### src/rtl/random_choose.sv
// rtl/random_choose.sv - weighted pseudo-random segment selector
// Each enabled edge picks segment 0-3 with probability proportional to its weight.

module random_choose #(
  parameter int             WIDTH = 10,
  parameter logic [WIDTH:0] POLY  = 11'h500
) (
  input  logic           in_clock,
  input  logic           in_reset,
  input  logic           in_enable,
  input  logic [WIDTH:0] in_weight0,
  input  logic [WIDTH:0] in_weight1,
  input  logic [WIDTH:0] in_weight2,
  input  logic [WIDTH:0] in_weight3,
  input  logic [WIDTH:0] in_seed,
  output logic [1:0]     out_segment_number
);

  logic [WIDTH:0]     r_lfsr;
  logic               r_need_seed;
  logic [1:0]         r_segment;

  logic               w_fb;
  logic [WIDTH:0]     w_lfsr_next;
  logic [WIDTH:0]     w_seed_load;
  logic [WIDTH+2:0]   w_c0;
  logic [WIDTH+2:0]   w_c1;
  logic [WIDTH+2:0]   w_c2;
  logic [WIDTH+2:0]   w_total;
  logic [2*WIDTH+3:0] w_product;
  logic [WIDTH+2:0]   w_rand;
  logic [WIDTH:0]     w_unused_frac;
  logic [1:0]         w_choice;

  assign w_fb        = ^(r_lfsr & POLY);
  assign w_lfsr_next = {r_lfsr[WIDTH-1:0], w_fb};
  // An all-zero LFSR would lock up, so a zero seed is replaced by 1.
  assign w_seed_load = (in_seed == '0) ? {{WIDTH{1'b0}}, 1'b1} : in_seed;

  assign w_c0    = {2'b00, in_weight0};
  assign w_c1    = w_c0 + {2'b00, in_weight1};
  assign w_c2    = w_c1 + {2'b00, in_weight2};
  assign w_total = w_c2 + {2'b00, in_weight3};

  // Scale the LFSR fraction onto [0, total); the low bits are the discarded fraction.
  assign w_product = {{(WIDTH+3){1'b0}}, r_lfsr} * {{(WIDTH+1){1'b0}}, w_total};
  assign {w_rand, w_unused_frac} = w_product;

  always_comb begin
    w_choice = 2'd3;
    if (w_total == '0) begin
      w_choice = 2'd0;
    end else if (w_rand < w_c0) begin
      w_choice = 2'd0;
    end else if (w_rand < w_c1) begin
      w_choice = 2'd1;
    end else if (w_rand < w_c2) begin
      w_choice = 2'd2;
    end
  end

  always_ff @(posedge in_clock or negedge in_reset) begin
    if (!in_reset) begin
      r_lfsr      <= '0;
      r_need_seed <= 1'b1;
      r_segment   <= 2'd0;
    end else if (r_need_seed) begin
      r_lfsr      <= w_seed_load;
      r_need_seed <= 1'b0;
    end else if (in_enable) begin
      r_segment   <= w_choice;
      r_lfsr      <= w_lfsr_next;
    end
  end

  assign out_segment_number = r_segment;

endmodule

### config.mk
export PLATFORM = sky130hd
export DESIGN_NAME = random_choose
export DESIGN_NICKNAME = d
export VERILOG_FILES = /design/src/rtl/random_choose.sv
export SDC_FILE = /design/constraint.sdc
export NUM_CORES = 1
export LEC_CHECK = 0
export CAP_MARGIN = 20
export CORE_MARGIN = 2
export CORE_UTILIZATION = 30
export CTS_BUF_LIST = sky130_fd_sc_hd__clkbuf_4 sky130_fd_sc_hd__clkbuf_8
export DETAILED_ROUTE_END_ITERATION = 10
export PLACE_DENSITY = 0.44
export RECOVER_POWER = 50
export SLEW_MARGIN = 30
export SYNTH_ARGS = -nofsm -noshare
export SYNTH_HDL_FRONTEND = slang
export SYNTH_SLANG_ARGS = --single-unit
### constraint.sdc
create_clock -name in_clock -period 10.8 [get_ports in_clock]
set_clock_uncertainty 0.2 [all_clocks]
set_input_delay 2.16 -clock in_clock [delete_from_list [all_inputs] [get_ports in_clock]]
set_output_delay 2.16 -clock in_clock [all_outputs]
set_load 0.02 [all_outputs]
==> out/results.ini, run 1 <==
[yosys]
syn_area_um2=7350
yosysTopAreaCell=fa_1
avgSynthCellArea_um2=8.55
synth_nets=1148
synth_warnings=0
synth-edff-count=0
synthCells=860
synth_area_leaders=fa_1 (27%), ha_1 (22%), inv_1 (8.1%)
async_flop_share_pct=100
yosysUniqueCellTypes=56
synth_top_area_share_pct=27.2
ys_ff_latch=14
ys_seq_area_share_pct=4.78
synthFlopType=dfrtp_1

[min_path]
hold_depth=2
hp-class=register to register

[clock_tree]
cts_tree=built
cts_sinks=14
clkLatencyLatePin_ps=260
cts_htree_levels=1
cts_buffers=3
clock_path_buffers=2
cts_root_buf=clkbuf_8
path_clk_slew_ps=70

[sta]
finalCritPeriodShare_pct=107
max_freq_mhz=86.5
finalSetupViolCount=2
slew_violations=0
slew-limit-headroom_pct=45.1
fin_crit_ps=11550
final_hold_viol_count=0
fin_ws_ps=-754
tns_ps=-1400
rsz0062_at_grt=true
tightest_slew_ps=821
hold_slack_ps=326

[global_route]
overflow=0
antenna_found_initial=0
grt_pass1_wl_mm=35.5
grt_max_degree=24
grt_usage_pct=16.9
grt_pass1_vias=7016

[floorplan]
die_h_um=161
dieArea_um2=25800
initial_core_util_pct=30.4
rows=57
core_area_um2=24200
io_pins=60
fp.dieW_um=161

[drt]
drc_errors=0
dr_total_vias=6498
wl_mm=20.7
ant_nets=0
wl_per_cell_um=14.5
drt_pre_antenna_iters=4
drtIter0Drc=241
avgViaCountPerCell=4.56

[critical_path]
cp-start-kind=input pin
timing.critical_path.mode_cell=fa_1
criticalPathCategory=input pin to register
cp-end-kind=register
required_ps=10760
max_stage_delay_ps=510
worstPathArrival_ps=11520
rr_worst_depth=29
critPathMaxFanout=4
critPathSlowestCell=fa_1

[run_status]
violations=negative setup slack
status=complete, but fails checks

[placement]
dpl.hpwl_mm=17.5
gp_congestion=0.750
port_buffers=59

[final_layout]
final_layout_size_suffix_gt1_share_pct=28.6
diodes=0
fin_nets=1390
area_delta_synth_final_pct=43.8

[run]
drv_cap=0

layout by cell type, fill, tap and decap left out, types with 13 or more instances in the layout:
cell             synthesis  final
ha_1                   130    110
dfrtp_1                 13     13
nor2_1                  17     14
nand2_1                 80     72
o21ai_0                 34     24
inv_1                  159    156
ha_4                     0     18
buf_4                    0    198
a21o_1                  30     29
fa_1                   100     99
a21oi_1                 27     14
and2_1                  76     75
xnor2_1                 32     22
clkdlybuf4s50_1          0     49
logic make-up (layout without fill, tap and decap cells):
logic type | count (synthesis) | after routing | share of synthesized area [%]
compound gates | 150 | 150 | 13.7
xor+xnor | 41 | 41 | 4.88
fa+ha+maj | 230 | 230 | 49.4
buf+inv | 186 | 427 | 9.53
flops | 14 | 14 | 4.78
mux | 10 | 10 | 1.36
other cells | 1 | 1 | 0.0510
simple gates | 228 | 228 | 16.3
layout make-up:
cell class	instances	area, µm²
flip-flops and latches	14	352
repair buffers	264	2150
fillers	2468	13600
inverters	159	597
clock buffers	4	55.1
multi-input cells	660	7020
well taps	324	405
state kept, by name, indices dropped and copies added (netlist names):
| name | flops |
|---|---|
| r_need_seed | 1 |
| r_lfsr | 11 |
| out_segment_number | 2 |
cells in the mapped netlist (3+ instances only):
| cell | number |
|---|---|
| a211oi_1 | 10 |
| nor2b_1 | 11 |
| o31ai_1 | 3 |
| or4_1 | 4 |
| a31oi_1 | 6 |
| nand3_1 | 3 |
| a21oi_1 | 27 |
| mux2i_1 | 10 |
| o21bai_1 | 7 |
| o21a_1 | 10 |
| nand2b_1 | 11 |
| nand2_1 | 80 |
| inv_1 | 159 |
| o21ai_0 | 34 |
| nor3_1 | 7 |
| xor2_1 | 9 |
| a21boi_0 | 3 |
| dfrtp_1 | 13 |
| nand4_1 | 7 |
| nor2_1 | 17 |
| and2_1 | 76 |
| a21o_1 | 30 |
| clkbuf_1 | 24 |
| ha_1 | 130 |
| xnor2_1 | 32 |
| fa_1 | 100 |
critical path: cells and delay by family:
family | cells | cell delay (ps)
compound gates | 18 | 3280
fa+ha+maj | 11 | 3900
xor+xnor | 3 | 450
buf+inv | 8 | 790
simple gates | 8 | 900
per-stage QoR:
stage                     utilization (%)  setup WS (ps)  instances  instance area (µm²)
after floorplan                         -           -460        860                 7500
after global placement               40.0          -1700       1389                 9680
after detailed placement             40.0          -1840       1389                 9680
after CTS                            42.6           -661       1413                10300
after global routing                 43.7          -1220       1425                10600
final                                43.7           -754       1425                10600
routing by layer:
| layer | track usage [%] | vias to the layer above | wire (µm) | part of all wire, % |
|---|---|---|---|---|
| met4 | 2.01 | 0 | 192 | 0.93 |
| li1 | - | 3268 | - | - |
| met1 | 24.8 | 3174 | 10300 | 50 |
| met3 | 0.930 | 11 | 391 | 1.9 |
| met2 | 28.2 | 45 | 9800 | 47 |
| met5 | 0 | - | 0 | 0 |
repair_timing:
action	in CTS	in global routing
endpoints found under the setup margin	2	2
pin swaps	73	63
hold buffers	0	0
gates cloned	0	0
setup buffers	20	12
resized for setup	90	36
worst paths after layout:
check	from	to	slack [ps]
min reg2reg	out_segment_number[1]	out_segment_number[1]	330
max in group asynchronous	in_reset	r_lfsr[3]	7650
min in group asynchronous	in_reset	r_lfsr[9]	2240
max reg2reg	r_lfsr[4]	out_segment_number[0]	3470
max	in_weight0[0]	out_segment_number[0]	-750
min	out_segment_number[1]	out_segment_number[1]	330
Power of run 1 is not shown: default switching activity piles up to over one toggle a cycle in this logic, so the estimate is an artifact.
==> run 2, diff against run 1 <==
- CELL_PAD_IN_SITES_DETAIL_PLACEMENT: unset -> 1
- CELL_PAD_IN_SITES_GLOBAL_PLACEMENT: unset -> 1
- PLACE_DENSITY: 0.44 -> 0.55
==> out/results.ini, run 2 (synthesized netlist as in run 1, its figures left out) <==
[global_route]
grt_pass1_vias=7419  ; +5.7%
grt_max_degree=24  ; unchanged
antenna_found_initial=0  ; unchanged
grt_usage_pct=18.7  ; +1.9 points
overflow=0  ; unchanged
grt_pass1_wl_mm=39.0  ; +10%

[min_path]
hp-start=out_segment_number[1]
hp-class=register to register

[final_layout]
final_layout_size_suffix_gt1_share_pct=32.5  ; +3.9 points
postLayoutCoreUtil_pct=45.3  ; +1.5 points
layout_commonest_cell=buf_4
most-common-layout-cells=buf_4 (207), inv_1 (152), ha_1 (105), fa_1 (99), and2_1 (75)
largest_reg_flops=11  ; unchanged
area_delta_synth_final_pct=48.9
top_register=r_lfsr
diodes=0  ; unchanged
stdcell_count=1438  ; +0.91%
fin_nets=1403  ; +0.94%

[critical_path]
critPathMaxFanout=5  ; +1
crit_start=in_weight1[4]
max_stage_delay_ps=520  ; about the same
cp-start-kind=input pin
regToRegSetupSlack_ps=3390  ; -80 ps
required_ps=10750  ; about the same
timing.critical_path.mode_cell=fa_1
worstPathArrival_ps=11430  ; -90 ps
criticalPathCategory=input pin to register
cp-end-kind=register
critPathSlowestCell=fa_1
reg2reg_from=r_lfsr[4]

[floorplan]
dieArea_um2=25800  ; unchanged
rows=57  ; unchanged
fp.dieW_um=161  ; unchanged
initial_core_util_pct=30.4  ; unchanged
die_h_um=161  ; unchanged
io_pins=60  ; unchanged
core_area_um2=24200  ; unchanged

[drt]
met3WireLength_um=159  ; -59%
wl_met1_mm=11.1  ; +7.7%
dr_total_vias=6667  ; +2.6%
ant_nets=0  ; unchanged
drtIter0Drc=193  ; -20%
wl_met2_mm=11.5  ; +17%
wl_per_cell_um=15.9  ; +9.4%
wl_mm=22.9  ; +10%
top_layer_used=met4
drc_errors=0  ; unchanged
drt_pre_antenna_iters=4  ; unchanged
avgViaCountPerCell=4.64  ; +1.7%

[placement]
gp_congestion=0.806  ; +7.5%
dp_slack_ps=-2170  ; -336 ps
dp.cells=1396  ; +0.50%
port_buffers=59  ; unchanged
dpl.hpwl_mm=18.9  ; +8.2%

[run_status]
violations=negative setup slack
status=complete, but fails checks

[sta]
finalSetupViolCount=2  ; unchanged
fin_ws_ps=-686  ; +68.3 ps
slew_violations=0  ; unchanged
max_freq_mhz=87.1  ; +0.59%
slew-limit-headroom_pct=41.9  ; -3.2 points
fin_crit_ps=11490  ; -68.3 ps
finalCritPeriodShare_pct=106  ; -0.63 points
rsz0062_at_grt=true
tightest_slew_ps=868  ; +47.6 ps
final_hold_viol_count=0  ; unchanged

[clock_tree]
clock_path_buffers=2  ; unchanged
cts_htree_levels=1  ; unchanged
path_clk_slew_ps=80  ; about the same
clkLatencyLatePin_ps=270  ; about the same
cts_tree=built
cts_sinks=14  ; unchanged
cts_buffers=3  ; unchanged
cts_root_buf=clkbuf_8
hold_buffers=0  ; unchanged

[run]
drv_cap=0  ; unchanged

[run 2: cell types whose count changed in the layout (fill, tap and decap cells not counted), moves of 5 or more]
cell,delta
buf_4,+9
ha_1,-5
xnor2_1,-8
xnor2_2,+7
[run 2: metrics by stage]
| stage | hold WS (ps) | setup TNS [ps] | area [µm²] |
|---|---|---|---|
| 6_report | 329 | -1280 | 10900 |
| 5_1_grt | 379 | -2180 | 10900 |
| 4_1_cts | 330 | -1290 | 10600 |
| 3_5_place_dp | 304 | -4240 | 9730 |
| 3_3_place_gp | 305 | -4060 | 9730 |
| 2_1_floorplan | 322 | -840 | 7500 |
[run 2: repair_timing]
action	4_1_cts	5_1_grt
setup endpoints to repair	2	2
buffers inserted	28	12
resized for setup	134	43
pin swaps	90	45
[run 2: worst max-delay path: cells and delay by family]
kind                     cells  cell delay, ps
adder cells (fa/ha/maj)     10            3640
buffers and inverters       10            1590
AO/OA/AOI/OAI               15            2890
AND/OR/NAND/NOR              5             550
XOR/XNOR                     4             580
[run 2: path summary, 6_finish.rpt]
kind                                               to  cells past startpoint
worst min-delay path            out_segment_number[1]                      2
worst min register to register  out_segment_number[1]                      2
worst max-delay path            out_segment_number[0]                     44
min in group asynchronous                   r_lfsr[2]                      1
worst max register to register  out_segment_number[0]                     29
max in group asynchronous                   r_lfsr[0]                      1
[run 2: area by class of cell]
cell class	instances	area (µm²)
Sequential cell	14	352
Inverter	159	597
Tap cell	324	405
Multi-Input combinational cell	660	7270
Fill cell	2808	13200
Timing Repair Buffer	277	2270
Clock buffer	4	55.1
[run 2: routing by layer]
layer,global-route usage [%],up-vias
li1,-,3293
met5,0,-
met3,1.06,5
met1,26.2,3351
met4,1.39,0
met2,33.3,18
Power of run 2 is left out for the same reason.
